<file path="src/rtl/mem_dump_unit.sv">
`default_nettype none
// ============================================================================
// Module      : mem_dump_unit
// Description : Streams a fixed-length region of data memory out through a
//               byte-wide UART transmitter.
//               Frame format: header 0xA5, DUMP_BYTES data bytes read from
//               address 0 upward, then one checksum byte.
//               The checksum is the XOR of all data bytes.
//               One memory read is issued per byte. The next read waits until
//               the transmitter has reported that the previous byte is fully
//               sent.
// Ports       : clk         - system clock, rising edge
//               rst         - asynchronous active-high reset
//               i_start     - dump request, only sampled while idle
//               i_abort     - drop the current dump and return to idle
//               o_busy      - high whenever not idle
//               o_done      - one-cycle pulse when a frame has completed
//               o_mem_addr  - data-memory byte address
//               o_mem_rd    - data-memory read strobe
//               i_mem_data  - read data, valid one cycle after o_mem_rd
//               o_tx_start  - one-cycle request to the UART transmitter
//               o_tx_data   - byte to transmit, held until i_tx_done
//               i_tx_done   - one-cycle pulse, byte fully sent
// Revision    : 1.0 - initial release
// ============================================================================
module mem_dump_unit #(
  parameter int ADDR_WIDTH = 7,
  parameter int DUMP_BYTES = 128
) (
  input  logic                  clk,
  input  logic                  rst,
  input  logic                  i_start,
  input  logic                  i_abort,
  output logic                  o_busy,
  output logic                  o_done,
  output logic [ADDR_WIDTH-1:0] o_mem_addr,
  output logic                  o_mem_rd,
  input  logic [7:0]            i_mem_data,
  output logic                  o_tx_start,
  output logic [7:0]            o_tx_data,
  input  logic                  i_tx_done
);

  typedef enum logic [3:0] {
    S_IDLE     = 4'd0,
    S_SEND_HDR = 4'd1,
    S_WAIT_HDR = 4'd2,
    S_READ     = 4'd3,
    S_LATCH    = 4'd4,
    S_SEND     = 4'd5,
    S_WAIT_TX  = 4'd6,
    S_SEND_CHK = 4'd7,
    S_WAIT_CHK = 4'd8,
    S_FINISH   = 4'd9
  } state_t;

  localparam logic [7:0]            HDR_BYTE  = 8'hA5;
  // Address of the final data byte. With DUMP_BYTES = 2**ADDR_WIDTH this is
  // all-ones, so the counter stops there and never wraps.
  localparam logic [ADDR_WIDTH-1:0] LAST_ADDR = ADDR_WIDTH'(DUMP_BYTES - 1);

  state_t                state_q, state_d;
  logic [ADDR_WIDTH-1:0] cnt_q,   cnt_d;
  logic [7:0]            chk_q,   chk_d;
  logic [7:0]            txd_q,   txd_d;

  always_ff @(posedge clk or posedge rst) begin
    if (rst) begin
      state_q <= S_IDLE;
      cnt_q   <= '0;
      chk_q   <= '0;
      txd_q   <= '0;
    end else begin
      state_q <= state_d;
      cnt_q   <= cnt_d;
      chk_q   <= chk_d;
      txd_q   <= txd_d;
    end
  end

  // Outputs depend only on the current state.
  // They therefore drop to zero the moment reset forces the state to IDLE.
  always_comb begin
    o_busy     = (state_q != S_IDLE);
    o_done     = (state_q == S_FINISH);
    o_mem_rd   = (state_q == S_READ);
    o_tx_start = (state_q == S_SEND_HDR) || (state_q == S_SEND) ||
                 (state_q == S_SEND_CHK);
    o_mem_addr = cnt_q;
    o_tx_data  = txd_q;
  end

  // Next-state logic.
  // txd_q is loaded with each byte as that byte's send state is entered.
  // This keeps o_tx_data stable from o_tx_start until i_tx_done.
  always_comb begin
    state_d = state_q;
    cnt_d   = cnt_q;
    chk_d   = chk_q;
    txd_d   = txd_q;

    if (i_abort) begin
      // Abort outranks every other input and suppresses the o_done pulse.
      state_d = S_IDLE;
    end else begin
      unique case (state_q)
        S_IDLE: begin
          if (i_start) begin
            state_d = S_SEND_HDR;
            cnt_d   = '0;
            chk_d   = '0;
            txd_d   = HDR_BYTE;
          end
        end
        S_SEND_HDR: state_d = S_WAIT_HDR;
        S_WAIT_HDR: if (i_tx_done) state_d = S_READ;
        S_READ:     state_d = S_LATCH;
        S_LATCH: begin
          txd_d   = i_mem_data;
          chk_d   = chk_q ^ i_mem_data;
          state_d = S_SEND;
        end
        S_SEND: state_d = S_WAIT_TX;
        S_WAIT_TX: begin
          if (i_tx_done) begin
            if (cnt_q == LAST_ADDR) begin
              txd_d   = chk_q;
              state_d = S_SEND_CHK;
            end else begin
              cnt_d   = cnt_q + ADDR_WIDTH'(1);
              state_d = S_READ;
            end
          end
        end
        S_SEND_CHK: state_d = S_WAIT_CHK;
        S_WAIT_CHK: if (i_tx_done) state_d = S_FINISH;
        S_FINISH:   state_d = S_IDLE;
        default:    state_d = S_IDLE;
      endcase
    end
  end

endmodule
`default_nettype wire

</file>
<file path="config.mk">
export PLATFORM = sky130hd
export DESIGN_NAME = mem_dump_unit
export DESIGN_NICKNAME = d
export VERILOG_FILES = /design/src/rtl/mem_dump_unit.sv
export SDC_FILE = /design/constraint.sdc
export NUM_CORES = 1
export LEC_CHECK = 0
export BUFFER_PORTS_ARGS = -buffer_cell sky130_fd_sc_hd__buf_4
export CORE_ASPECT_RATIO = 1.1
export CORE_UTILIZATION = 40
export CTS_CLUSTER_DIAMETER = 100
export DETAILED_ROUTE_END_ITERATION = 7
export GPL_TIMING_DRIVEN = 0
export PLACE_DENSITY = 0.74
export SLEW_MARGIN = 40
export SYNTH_ARGS = -nofsm -noshare
export SYNTH_HDL_FRONTEND = slang
export SYNTH_SLANG_ARGS = --single-unit
</file>
<file path="constraint.sdc">
create_clock -name clk -period 4.8 [get_ports clk]
set_input_delay 0 -clock clk [delete_from_list [all_inputs] [get_ports clk]]
set_output_delay 0 -clock clk [all_outputs]
set_load 0.03 [all_outputs]
</file>
==> results.md <==
- For the pin with the worst max-slew slack, the measured transition is between 500 and 600 ps.
- The number of cells produced by synthesis is ~150.
- The number of global-route vias before repair is around 1.2k.
- In this design, the largest share of critical-path delay is due to compound AO/OA/AOI/OAI gates.
- Routability-driven placement finished with a final weighted congestion of just under 0.8.
- Setup repair after global routing left no endpoint under its margin.
- Summed over all failing endpoints, the final setup total negative slack is 0 ps.
- The clock sink count is 27.
- The critical path buffer and inverter count is 0.
- The number of nets still failing antenna checks after routing is 0.
- In this run the number of H-tree levels came out at 1.
- The post-route minimum period is around 2200 ps.
- Summing the areas of all compound-gate instances in the mapped netlist gives a little under a fifth of the synthesized area.
- The total global routing overflow is 0.
- On the final layout, the worst hold slack is 19.67 ps.
- The highest fanout seen on the critical path is 8.
- In the final layout, the share of cells above drive strength 1 is around a quarter.
- Of the available clock period, the critical path in the final layout requires a little under half.
- Post-CTS timing repair inserted 0 buffers for setup.
- After the first detailed-routing iteration, the DRC count stood at slightly below 60.
- The hold buffer count at CTS is 2.
- For this design the ratio of total power to cell area is 343.3 nW/um^2.
- The startpoint of the most critical hold path is i_mem_data[7].
- The setup skew after layout is ~4 ps.
- In this run the tightest slew margin relative to its limit is 61.47%.
- The vertical die dimension is between 60 and 70 um.
- Clock-pin slew was measured on the worst setup and hold paths at around 100 ps.
- Counting flops and latches in the post-synthesis netlist gives 27.
- Data on the critical path arrives at its endpoint at about 2400 ps.
- Across the VDD grid, the largest voltage drop is ~110 uV.
- The worst setup path is captured at a flop.
- The number of hold violations in the final report came to 0.
- Entering global routing, the biggest net connects 28 pins.
- The all-layer global routing usage is 17.94%.
- After detailed routing, the average wire length per cell comes to between 10 and 15 um.
- The cell area after synthesis is about 1500 sq um.
- The initial antenna violation count is 0.
- At the end of the flow, the number of nets in the layout was 200.
- The number of I/O port buffers is 30.
- The estimated wirelength of the detail-placed design is about 2300 um.
- Pin placement for this block handled 32 I/O pins.
- The proportion of synthesized chip area in sequential cells is ~45%.
- The number of distinct library cell variants in the gate-level netlist after synthesis is 40.
- After synthesis, the mean cell area works out to roughly 10 sq um.
- The startpoint-to-endpoint class of the critical path is reg2reg.
- The standard cell core area is roughly 3600 sq um.
- By area, the combinational part of the netlist is dominated by simple AND/OR/NAND/NOR gates.
- The clock passes through at most 2 buffers.
- The number of gates resized after cts is 0.
- The library cell contributing the largest single delay on the critical path is sky130_fd_sc_hd__a211oi_4.
- After detailed routing, the total wire length is about 3300 um.
- The TritonCTS clock tree is done.
- The endpoint required time on the critical path is between 4000 and 5000 ps.
- The count of inserted antenna diode cells is 0.
- The full die area is about 4000 sq um.
- The final route contains around 1.2k vias.
- The synthesized netlist devotes approximately 5.2% of its cell area to XOR and XNOR gates.
- The first detailed-routing pass ran for 4 iterations.
- The kind of launch point of the worst setup path is a flop.
- The per-cell via count in the routed design is around 5.3.
- The die is about 60 um wide.
- The critical path starts at o_mem_addr[0]$_DFFE_PP0P_.
- The critical path goes through ha_1 -> nand4_1 -> or3_4 -> a211oi_4 -> mux2_2.
- The initial core utilization is between 40% and 50%.
- For this run, the top clock speed supported by timing is ~0.45 GHz.
- The number of violations of the max-capacitance limit is 0.
- The clock latency reported for the late side of the worst-skew pair is between 200 and 300 ps.
- The flow ran to the end, and the final reports show no timing, DRC or antenna violations.
- The buffer type at the clock tree root is sky130_fd_sc_hd__clkbuf_8.
- Counting the buffers created by CTS gives 3.
- The layout overhead on the synthesized area is 24.04%.
- After floorplanning, the core was divided into 23 placement rows.
- The synthesized net count is approximately 160.
- Yosys printed 0 warnings.
- After the flow finishes, the layout carries non-filler instances totaling 235.
- Summing the areas of all and, or, nand and nor instances in the mapped netlist gives between 10% and 20% of the synthesized area.
- The worst hold path belongs to the class in2reg.
- After detailed routing, the number of remaining DRC violations is 0.
- After Yosys synthesis, full adders, half adders and majority gates account for less than 1% of the synthesized area.
- In this run the critical register-to-register path is launched from o_mem_addr[0]$_DFFE_PP0P_.
- The critical path's largest stage delay is 540 ps.
- For this design the static power due to leakage is approximately 0.8 nW.
- The final-report max-slew violation count was 0.
- The count of placed standard cells including taps is around 230.
- The final number of setup-violating endpoints is 0.
- The global-route wire length before repair is between 5000 and 6000 um.
- The multiplexer share of the synthesized area is under 10%.
[registers in the layout, summed over array words and instances (netlist names)]
name and cells:
o_tx_data 8, o_mem_addr 7, state_q 4, chk_q 8
[cells in the mapped netlist]
master,instances,area (sq um)
sky130_fd_sc_hd__o21bai_1,1,7.510
sky130_fd_sc_hd__dfrtp_1,27,675.7
sky130_fd_sc_hd__or2_2,1,6.260
sky130_fd_sc_hd__or3_1,2,12.51
sky130_fd_sc_hd__o211ai_1,1,7.510
sky130_fd_sc_hd__or4_1,2,15.01
sky130_fd_sc_hd__o22ai_1,3,18.77
sky130_fd_sc_hd__mux2i_1,5,50.05
sky130_fd_sc_hd__nor4bb_1,1,10.01
sky130_fd_sc_hd__o22a_1,5,43.79
sky130_fd_sc_hd__o2111ai_1,8,70.07
sky130_fd_sc_hd__nand4_1,1,6.260
sky130_fd_sc_hd__buf_2,1,5.000
sky130_fd_sc_hd__nor4b_1,1,8.760
sky130_fd_sc_hd__a211oi_4,1,20.02
sky130_fd_sc_hd__mux2_2,5,56.30
sky130_fd_sc_hd__a21oi_1,4,20.02
sky130_fd_sc_hd__o21ai_4,1,16.27
sky130_fd_sc_hd__xnor2_1,1,8.760
sky130_fd_sc_hd__xor2_1,8,70.07
sky130_fd_sc_hd__a21o_1,2,15.01
sky130_fd_sc_hd__nand4bb_4,1,27.53
sky130_fd_sc_hd__nand2_1,11,41.29
sky130_fd_sc_hd__o32ai_1,1,8.760
sky130_fd_sc_hd__or3_4,1,11.26
sky130_fd_sc_hd__nor4_1,2,12.51
sky130_fd_sc_hd__and3_1,1,6.260
sky130_fd_sc_hd__nand2b_1,2,12.51
sky130_fd_sc_hd__nand3_1,3,15.01
sky130_fd_sc_hd__inv_1,7,26.28
sky130_fd_sc_hd__buf_4,1,7.510
sky130_fd_sc_hd__ha_1,1,12.51
sky130_fd_sc_hd__nor3_1,8,40.04
sky130_fd_sc_hd__nor2_1,14,52.55
sky130_fd_sc_hd__clkbuf_1,4,15.01
sky130_fd_sc_hd__clkinv_1,1,3.750
sky130_fd_sc_hd__o21ai_0,4,20.02
sky130_fd_sc_hd__or3b_2,1,8.760
sky130_fd_sc_hd__buf_1,1,3.750
sky130_fd_sc_hd__a22o_1,4,35.03
[placed cells by master (no fill, tap or decap), drive strengths merged, types with 7 or more instances in the layout]
cell,count
buf,33
clkbuf,7
dfrtp,27
inv,7
nand2,11
nor2,14
nor3,8
o2111ai,8
xor2,8
[power by group]
group	leakage, nW	internal, W	switching [W]
Sequential	0.347	0.000269	0.0000325
Combinational	0.444	0.0000829	0.000119
Clock	0.0217	0.0000591	0.0000775
[cells by family after synthesis]
logic type	Yosys count
AO/OA/AOI/OAI	35
XOR/XNOR	9
adder cells (fa/ha/maj)	1
buffers and inverters	15
flip-flops	27
multiplexers	10
AND/OR/NAND/NOR	52
[per-stage QoR]
step	instance area (sq um)	util [%]	total power [W]	worst slack [ps]
after global placement	1792	49.41	0.0005022	2573
after global routing	1866	51.45	0.0006819	2430
after floorplan	1504	-	0.0004488	2579
after detailed placement	1792	49.41	0.0005056	2568
final	1866	51.45	0.0006404	2559
after CTS	1861	51.31	0.0006449	2558
[worst paths after layout]
path / to / slack (ps) / depth (start not counted)
worst max-delay path: o_tx_data[6]$_DFFE_PP0P_ / 2560 / 5
worst min-delay path: o_tx_data[7]$_DFFE_PP0P_ / 20 / 3
worst max register to register: o_tx_data[6]$_DFFE_PP0P_ / 2560 / 5
worst min register to register: o_tx_data[4]$_DFFE_PP0P_ / 520 / 1
max in group asynchronous: state_q[3]$_DFFE_PP0P_ / 4100 / 3
min in group asynchronous: chk_q[4]$_DFFE_PP0P_ / 320 / 3
[worst reg2reg max path, stage by stage (launching register included)]
cell and delay [ps]:
sky130_fd_sc_hd__dfrtp_1 420, sky130_fd_sc_hd__ha_1 250, sky130_fd_sc_hd__nand4_1 150, sky130_fd_sc_hd__or3_4 370, sky130_fd_sc_hd__a211oi_4 540, sky130_fd_sc_hd__mux2_2 400
[area by class of cell]
class | instances | area (sq um)
buffer | 7 | 31.28
multi-input combinational | 107 | 772.0
inverter | 8 | 30.03
fill | 363 | 1760
clock buffer | 3 | 41.29
sequential | 27 | 675.6
clock inverter | 1 | 7.507
timing repair buffer | 32 | 245.2
tap | 50 | 62.56
[layer usage]
| metal | wire (um) | vias to the layer above | track usage, % | share of wire, % |
|---|---|---|---|---|
| met5 | 0 | - | 0 | 0 |
| met4 | 65 | 0 | 7.670 | 2.0 |
| met3 | 66 | 5 | 1.761 | 2.0 |
| met2 | 1598 | 21 | 27.61 | 49 |
| met1 | 1525 | 588 | 25.21 | 47 |
| li1 | - | 620 | - | - |
(Power assumes the default switching activity.)
